**config.mk**
```make
export PLATFORM = sky130hd
export DESIGN_NAME = sram_arbiter
export DESIGN_NICKNAME = d
export VERILOG_FILES = /design/src/rtl/sram_arb_pkg.sv /design/src/rtl/sram_arb_pick.sv /design/src/rtl/sram_arbiter.sv
export SDC_FILE = /design/constraint.sdc
export NUM_CORES = 1
export LEC_CHECK = 0
export ABC_AREA = 1
export CAP_MARGIN = 20
export CORE_AREA = 3 3 121 123
export CTS_CLUSTER_DIAMETER = 40
export CTS_CLUSTER_SIZE = 28
export DETAILED_ROUTE_END_ITERATION = 10
export DIE_AREA = 0 0 124 126
export PLACE_DENSITY = 0.63
export SETUP_SLACK_MARGIN = 0.1
export SYNTH_ARGS = -nofsm -noshare
export SYNTH_HDL_FRONTEND = slang
export SYNTH_SLANG_ARGS = --single-unit
```
**constraint.sdc**
```tcl
create_clock -name clk -period 2.44 [get_ports clk]
set_input_delay 0.244 -clock clk [delete_from_list [all_inputs] [get_ports clk]]
set_output_delay 0.244 -clock clk [all_outputs]
set_load 0.01 [all_outputs]
```
**src/rtl/sram_arb_pkg.sv**
```systemverilog
// Shared types and constants for the two-requester SRAM arbiter.
// Latency: n/a (package only).
// Backpressure: n/a (package only).
package sram_arb_pkg;

    // Arbiter FSM: idle, or one access in flight waiting for its response
    typedef enum logic [0:0] {
        ST_IDLE = 1'b0,
        ST_WAIT = 1'b1
    } arb_state_t;

    // Owner encoding, also used as the round-robin pointer value
    localparam logic OWN_INST = 1'b0;
    localparam logic OWN_DATA = 1'b1;

    // Bit positions inside the {data, inst} request / grant vectors
    localparam int GNT_INST = 0;
    localparam int GNT_DATA = 1;

    // Default SRAM read latency in cycles (legal 1..3)
    localparam int RD_LATENCY_DEF = 1;

endpackage

```
**src/rtl/sram_arb_pick.sv**
```systemverilog
// Winner selection between instruction and data requesters, one-hot grant.
// Latency: purely combinational, zero cycles.
// Backpressure: none; grant is only a choice, the caller decides if a slot exists.
module sram_arb_pick
    import sram_arb_pkg::*;
(
    input  logic [1:0] i_reqs,  // {data_req, inst_req}
    input  logic       i_ptr,   // owner granted last
    output logic [1:0] o_gnt    // one-hot {data, inst}
);

`ifndef SRAM_ARB_ROUND_ROBIN_EN
    // Fixed priority has no use for the pointer
    logic w_unused_ptr;
    assign w_unused_ptr = i_ptr;
`endif

    // Single requester wins outright; a conflict is resolved by the policy
    always_comb begin
        o_gnt = 2'b00;
        if (i_reqs[GNT_DATA] && i_reqs[GNT_INST]) begin
`ifdef SRAM_ARB_ROUND_ROBIN_EN
            if (i_ptr == OWN_DATA) begin
                o_gnt[GNT_INST] = 1'b1;
            end else begin
                o_gnt[GNT_DATA] = 1'b1;
            end
`else
            o_gnt[GNT_DATA] = 1'b1;
`endif
        end else begin
            o_gnt = i_reqs;
        end
    end

endmodule

```
**src/rtl/sram_arbiter.sv**
```systemverilog
// Arbitrates inst/data requesters onto one single-port SRAM, one access in flight.
// Latency: addr_ok combinational with request; data_ok exactly RD_LATENCY cycles later.
// Backpressure: requests stall (no addr_ok) while busy; responses are never stalled.
// Optional feature: define SRAM_ARB_ROUND_ROBIN_EN for alternating conflict resolution.
module sram_arbiter
    import sram_arb_pkg::*;
#(
    parameter int ADDR_WIDTH = 32,
    parameter int DATA_WIDTH = 32,
    parameter int RD_LATENCY = RD_LATENCY_DEF
) (
    input  logic                    clk,
    input  logic                    reset,
    // instruction requester
    input  logic                    inst_req,
    input  logic                    inst_wr,
    input  logic [DATA_WIDTH/8-1:0] inst_wstrb,
    input  logic [ADDR_WIDTH-1:0]   inst_addr,
    input  logic [DATA_WIDTH-1:0]   inst_wdata,
    output logic                    inst_addr_ok,
    output logic                    inst_data_ok,
    output logic [DATA_WIDTH-1:0]   inst_rdata,
    // data requester
    input  logic                    data_req,
    input  logic                    data_wr,
    input  logic [DATA_WIDTH/8-1:0] data_wstrb,
    input  logic [ADDR_WIDTH-1:0]   data_addr,
    input  logic [DATA_WIDTH-1:0]   data_wdata,
    output logic                    data_addr_ok,
    output logic                    data_data_ok,
    output logic [DATA_WIDTH-1:0]   data_rdata,
    // single-port SRAM
    output logic                    sram_en,
    output logic [DATA_WIDTH/8-1:0] sram_we,
    output logic [ADDR_WIDTH-1:0]   sram_addr,
    output logic [DATA_WIDTH-1:0]   sram_wdata,
    input  logic [DATA_WIDTH-1:0]   sram_rdata
);

    localparam logic [1:0] LAT_CNT = 2'(RD_LATENCY);

    arb_state_t r_state;
    logic [1:0] r_cnt;
    logic       r_owner;

    logic       w_resp;
    logic       w_slot;
    logic [1:0] w_reqs;
    logic [1:0] w_pick;
    logic [1:0] w_gnt;
    logic       w_grant;
    logic       w_win_own;
    logic       w_ptr;

    // Response cycle is the last count of the in-flight access
    assign w_resp  = (r_state == ST_WAIT) && (r_cnt == 2'd1);
    // A new access may start when idle or as the current one completes;
    // reset also blocks grants so every output reads zero while it is held
    assign w_slot  = !reset && ((r_state == ST_IDLE) || w_resp);
    assign w_reqs  = {data_req, inst_req};
    assign w_gnt   = w_slot ? w_pick : 2'b00;
    assign w_grant = |w_gnt;
    assign w_win_own = w_gnt[GNT_DATA] ? OWN_DATA : OWN_INST;

    sram_arb_pick u_pick (
        .i_reqs (w_reqs),
        .i_ptr  (w_ptr),
        .o_gnt  (w_pick)
    );

`ifdef SRAM_ARB_ROUND_ROBIN_EN
    logic r_ptr;

    // Remember the last winner so the other side takes the next conflict
    always_ff @(posedge clk or posedge reset) begin
        if (reset) begin
            r_ptr <= OWN_INST;
        end else if (w_grant) begin
            r_ptr <= w_win_own;
        end
    end

    assign w_ptr = r_ptr;
`else
    assign w_ptr = OWN_INST;
`endif

    assign inst_addr_ok = w_gnt[GNT_INST];
    assign data_addr_ok = w_gnt[GNT_DATA];
    assign sram_en      = w_grant;

    // Steer the winner's command onto the SRAM; idle bus is all zeros
    always_comb begin
        sram_we    = '0;
        sram_addr  = '0;
        sram_wdata = '0;
        if (w_gnt[GNT_DATA]) begin
            sram_we    = data_wr ? data_wstrb : '0;
            sram_addr  = data_addr;
            sram_wdata = data_wdata;
        end else if (w_gnt[GNT_INST]) begin
            sram_we    = inst_wr ? inst_wstrb : '0;
            sram_addr  = inst_addr;
            sram_wdata = inst_wdata;
        end
    end

    // Writes complete with the same timing as reads, so both return data_ok
    assign inst_data_ok = w_resp && (r_owner == OWN_INST);
    assign data_data_ok = w_resp && (r_owner == OWN_DATA);
    assign inst_rdata   = inst_data_ok ? sram_rdata : '0;
    assign data_rdata   = data_data_ok ? sram_rdata : '0;

    // Track the in-flight access; a grant on the response cycle chains back-to-back
    always_ff @(posedge clk or posedge reset) begin
        if (reset) begin
            r_state <= ST_IDLE;
            r_cnt   <= 2'd0;
            r_owner <= OWN_INST;
        end else if (w_grant) begin
            r_state <= ST_WAIT;
            r_cnt   <= LAT_CNT;
            r_owner <= w_win_own;
        end else if (r_state == ST_WAIT) begin
            if (w_resp) begin
                r_state <= ST_IDLE;
                r_cnt   <= 2'd0;
            end else begin
                r_cnt   <= r_cnt - 2'd1;
            end
        end
    end

endmodule

```
-- After elaboration in Yosys (flattened, before gate mapping)
Cells that the tools add are included.
- register bits after elaboration: 4
- input bits: 174
- output and inout bits: 137
- logic and storage cells: 36
- add/subtract/negate cells: 1
- equal/unequal tests: 1
- mux-type cells: 20
- bitwise logic cells: 2
- reduce and logical (&&, ||, !) cells: 9
- operators with widths (kind ; count):
    32-bit two-way mux ; 6
    4-bit two-way mux ; 4
    2-bit two-way mux ; 4
    1-bit two-way mux ; 6
    1-bit logical AND ; 5
    2-bit by 1-bit equality test with 1-bit output, second input constant ; 1
    1-bit NOT ; 2
    2-bit nonzero test ; 1
    2-bit OR reduction ; 1
    2-bit by 1-bit subtractor with 2-bit output, second input constant ; 1
    1-bit zero test ; 1
    1-bit logical OR ; 1

-- Logic depth before layout (Yosys ltp)
- word-level depth: 7
- gate-level depth with buffers: 8
- gate-level depth less buffers: 7

-- Cells and area by module
From an unflattened synthesis, not the netlist that was laid out.
- cell total of the unflattened synthesis: 381
- area, all modules: 1961.9 µm²
- by module, submodules not included (module ; times used ; cells each ; area each (µm²) ; sequential area each (µm²)):
    sram_arbiter ; 1 ; 378 ; 1950.6 ; 100.1
    sram_arb_pick ; 1 ; 3 ; 11.3 ; 0.0

-- Least setup slack after synthesis
No wires, ideal clock.
- path type: flip-flop to output port
- start: register r_cnt[0]
- end: output sram_wdata[26]
- data arrival time: 1159 ps
- data required time: 2196 ps
- setup slack: 1037 ps
- stages on the path, launching flop included: 8
- path buffers: 2
- path through: dfrtp_1 > ha_1 > inv_2 > nand2_4 > buf_6 > buf_4 > nand4_1 > nand2_1
- longest elaborated chain between the ends: 7
- ends and longest elaborated chain (element ; RTL line ; source):
    from (decl) ; sram_arbiter.sv:43 ; logic [1:0] r_cnt;
    from (signal assigned) ; sram_arbiter.sv:129 ; r_cnt <= r_cnt - 2'd1;
    2-bit by 1-bit equality test with 1-bit output * ; sram_arbiter.sv:56 ; assign w_resp = (r_state == ST_WAIT) && (r_cnt == 2'd1);
    1-bit logical AND * ; sram_arbiter.sv:56 ;
    1-bit logical OR * ; sram_arbiter.sv:59 ; assign w_slot = !reset && ((r_state == ST_IDLE) || w_resp);
    1-bit logical AND * ; sram_arbiter.sv:59 ;
    2-bit two-way mux * ; sram_arbiter.sv:61 ; assign w_gnt = w_slot ? w_pick : 2'b00;
    32-bit two-way mux ; sram_arbiter.sv:101 ; end else if (w_gnt[GNT_INST]) begin
    32-bit two-way mux * ; sram_arbiter.sv:97 ; if (w_gnt[GNT_DATA]) begin
    to (decl) ; sram_arbiter.sv:36 ; output logic [DATA_WIDTH-1:0] sram_wdata,
Mark *: on every way between the ends. The rest lies on a longest branch, timed or not.

-- Final worst setup path
- start: register r_cnt[1]
- end: output sram_wdata[20]
The elaborated chain is that of the path after synthesis.

==> out/results.ini <==
[yosys]
synth_fp_nets=575
netlist_top_cells_area=nand4_1 41%, nand2_1 15%, nor2_1 12%
ys_ff_latch=4
yosysSeqAreaShare_pct=4.82
synth_area_per_cell_um2=5.19
yosysTopAreaCellShare_pct=41.0
yosys.area.top_type=nand4_1
synth_cell_type_count=20
synth_cells=400
netlist_area_mm2=0.00208
yosysWarnings=0

[timing]
fin_skew_ns=0.00155
fin_crit_sh_pct=93.2
slew_viol_final=0
tightest_slew_ns=0.431
finalSetupViolations=0
max_freq_ghz=0.440
hold_violations=0
tns_ns=0
fin_crit_ns=2.28
max_slew_margin_pct=71.2
rsz0062_at_grt=yes
whs_ns=0.293

[cts]
clk_pin_slew_ns=0.03
cts_buffers=3
insertion_delay_ns=0.23
clock_sinks=4
clock_path_buffers=2
cts_root_buffer=clkbuf_16
cts_hold_buf=0
cts_htree_levels=1
cts_tree=done

[power]
pwr-share-comb_pct=86.3
p_int_mw=1.64
irDropWorstVdd_v=0.000228
power_leakage_nw=2.53
power_mw=2.93
p_sw_mw=1.29
pwr-share-seq_pct=4.8
clkPwrFrac_pct=8.9
p_sw_share_pct=44.0
p_per_area_mw_per_mm2=529

[worst_setup_path]
crit_buf_inv=4
cp_top_family=buffers and inverters
path_max_fanout=23
worstSetupPathType=reg -> out
worstPathArrival_ns=2.03
crit_path_max_incr_delay_ns=0.53
worstPathRequired_ns=2.20
crit_path_start_kind=flop
worstPathCellList=inv_1, ha_2, inv_2, nand2_8, buf_12, nand4_1, nand2_1, clkdlybuf4s50_1
crit_slowest_cell=clkdlybuf4s50_1
cp-end-kind=primary output

[floorplanning]
dieArea_mm2=0.0156
initial_utilization_pct=15.1
fp-row-count=43
die_y_um=126
ios=311
die_w_um=124
core_mm2=0.0138

[global_routing]
grt_pass1_vias=3401
track_usage_pct=14.3
grt_antenna_before_repair=0
grt_max_degree=50
grt_pass1_wl_um=18000
overflow=0

[placement]
hpwl_um=10100
port_buffers=310
place_congestion=0.790

[outcome]
outcome=completed

[final_layout]
diodes=0
nFillCells=1482
regArea_um2=100
fin_nets=860
area_delta_synth_final_pct=167
multi_input_area_mm2=0.00152
drive_gt1_share_pct=4.69

[drt]
antenna_left=0
post_drt_wl_per_cell_um=15.2
drc=0
drt-total-wl_um=13200
num_vias=3921
dr.pass1.iters=7
drt_iter0_drc=157
avgViaCountPerCell=4.54

[job]
cap_viol_max_count=0

[hold_path]
hold_path_class=in -> async

==> cell usage in the layout (no fill, tap or decap), types with 2 or more instances in the layout <==
cell type,count
clkbuf_16,5
dlymetal6s2s_1,3
buf_12,9
nand3_1,2
clkdlybuf4s50_1,306
nand2_1,84
nand4_1,136
dfrtp_1,4
nor2_1,66
buf_4,7
inv_1,47
==> worst paths after layout <==
| path | from | cells past startpoint | slack, ns | to |
|---|---|---|---|---|
| max in group asynchronous | reset | 2 | 1.97 | r_owner |
| setup / recovery | r_cnt[1] | 8 | 0.16 | sram_wdata[20] |
| setup reg to reg | r_cnt[0] | 7 | 1.07 | r_cnt[1] |
| hold / removal | reset | 2 | 0.29 | r_cnt[1] |
| min in group clk | data_req | 3 | 0.47 | r_owner |
| hold reg to reg | r_owner | 2 | 0.50 | r_owner |
==> cells by family (layout without fill, tap and decap cells) <==
family | Yosys count | in the layout | share of synthesized area, %
buffers and inverters | 101 | 383 | 23.1
AOI/OAI and AO/OA | 2 | 2 | 0.602
and+or+nand+nor | 292 | 293 | 70.9
DFF | 4 | 4 | 4.82
adders and majority gates | 1 | 1 | 0.602
==> what timing repair did <==
action | in CTS | in global routing
endpoints found under the hold margin | 0 | 0
gates cloned | 1 | 3
setup endpoints to repair | 39 | 48
resized for setup | 1 | 11
buffers inserted | 0 | 2
==> cell type report <==
type,instances,share of cell area [%]
tap,180,4.06
sequential,4,1.80
timing repair buffer,331,62.0
clock buffer,3,1.35
multi-input combinational,296,27.4
inverter,49,3.36
==> cell usage after synthesis <==
master and instances:
a21oi_1 1, nand4_1 136, buf_6 3, nand3_1 2, dfrtp_1 4, clkbuf_1 7, buf_4 11, nand3b_1 1
nand2_4 1, buf_2 29, ha_1 1, clkinv_1 1, nand3_2 1, nor2_1 66, buf_1 2, nand2_1 84
nor2_8 1, inv_2 1, o211ai_1 1, inv_1 47
==> sequential cells by signal, summed over array words and instances, names as in the netlist <==
signal	cells
r_owner	1
r_cnt	2
r_state	1
==> per-layer routing <==
| metal | global-route usage, % | up-vias | part of all wire (%) |
|---|---|---|---|
| li1 | - | 1955 | - |
| met3 | 3.41 | 7 | 9.5 |
| met1 | 16.8 | 1761 | 40 |
| met2 | 26.8 | 198 | 50 |
| met4 | 1.42 | 0 | 0.49 |
| met5 | 0 | - | 0 |
==> power groups by stage <==
stage | Clock, mW | Sequential, mW | Combinational (mW)
2_1_floorplan | 0 | 0.106 | 1.13
3_3_place_gp | 0 | 0.127 | 2.28
3_5_place_dp | 0 | 0.127 | 2.28
4_1_cts | 0.268 | 0.133 | 2.37
5_1_grt | 0.270 | 0.149 | 2.72
6_report | 0.261 | 0.141 | 2.53
==> through the flow <==
stage | std cells | worst slack [ns] | cell area [µm²] | utilization, %
3_3_place_gp | 854 | 0.285 | 5330 | 38.7
2_1_floorplan | 400 | 1.04 | 2080 | -
3_5_place_dp | 854 | 0.265 | 5330 | 38.7
5_1_grt | 863 | 0.0615 | 5550 | 40.3
6_report | 863 | 0.165 | 5550 | 40.3
4_1_cts | 858 | 0.0646 | 5440 | 39.5
==> worst register-to-register path, stage by stage (launching register included) <==
cell,delay [ns]
dfrtp_1,0.39
ha_2,0.22
inv_2,0.14
nand2_4,0.11
buf_4,0.16
nand3_2,0.07
nand2_1,0.09
nor2_1,0.12
No activity file was read; power rests on OpenSTA's default activity.
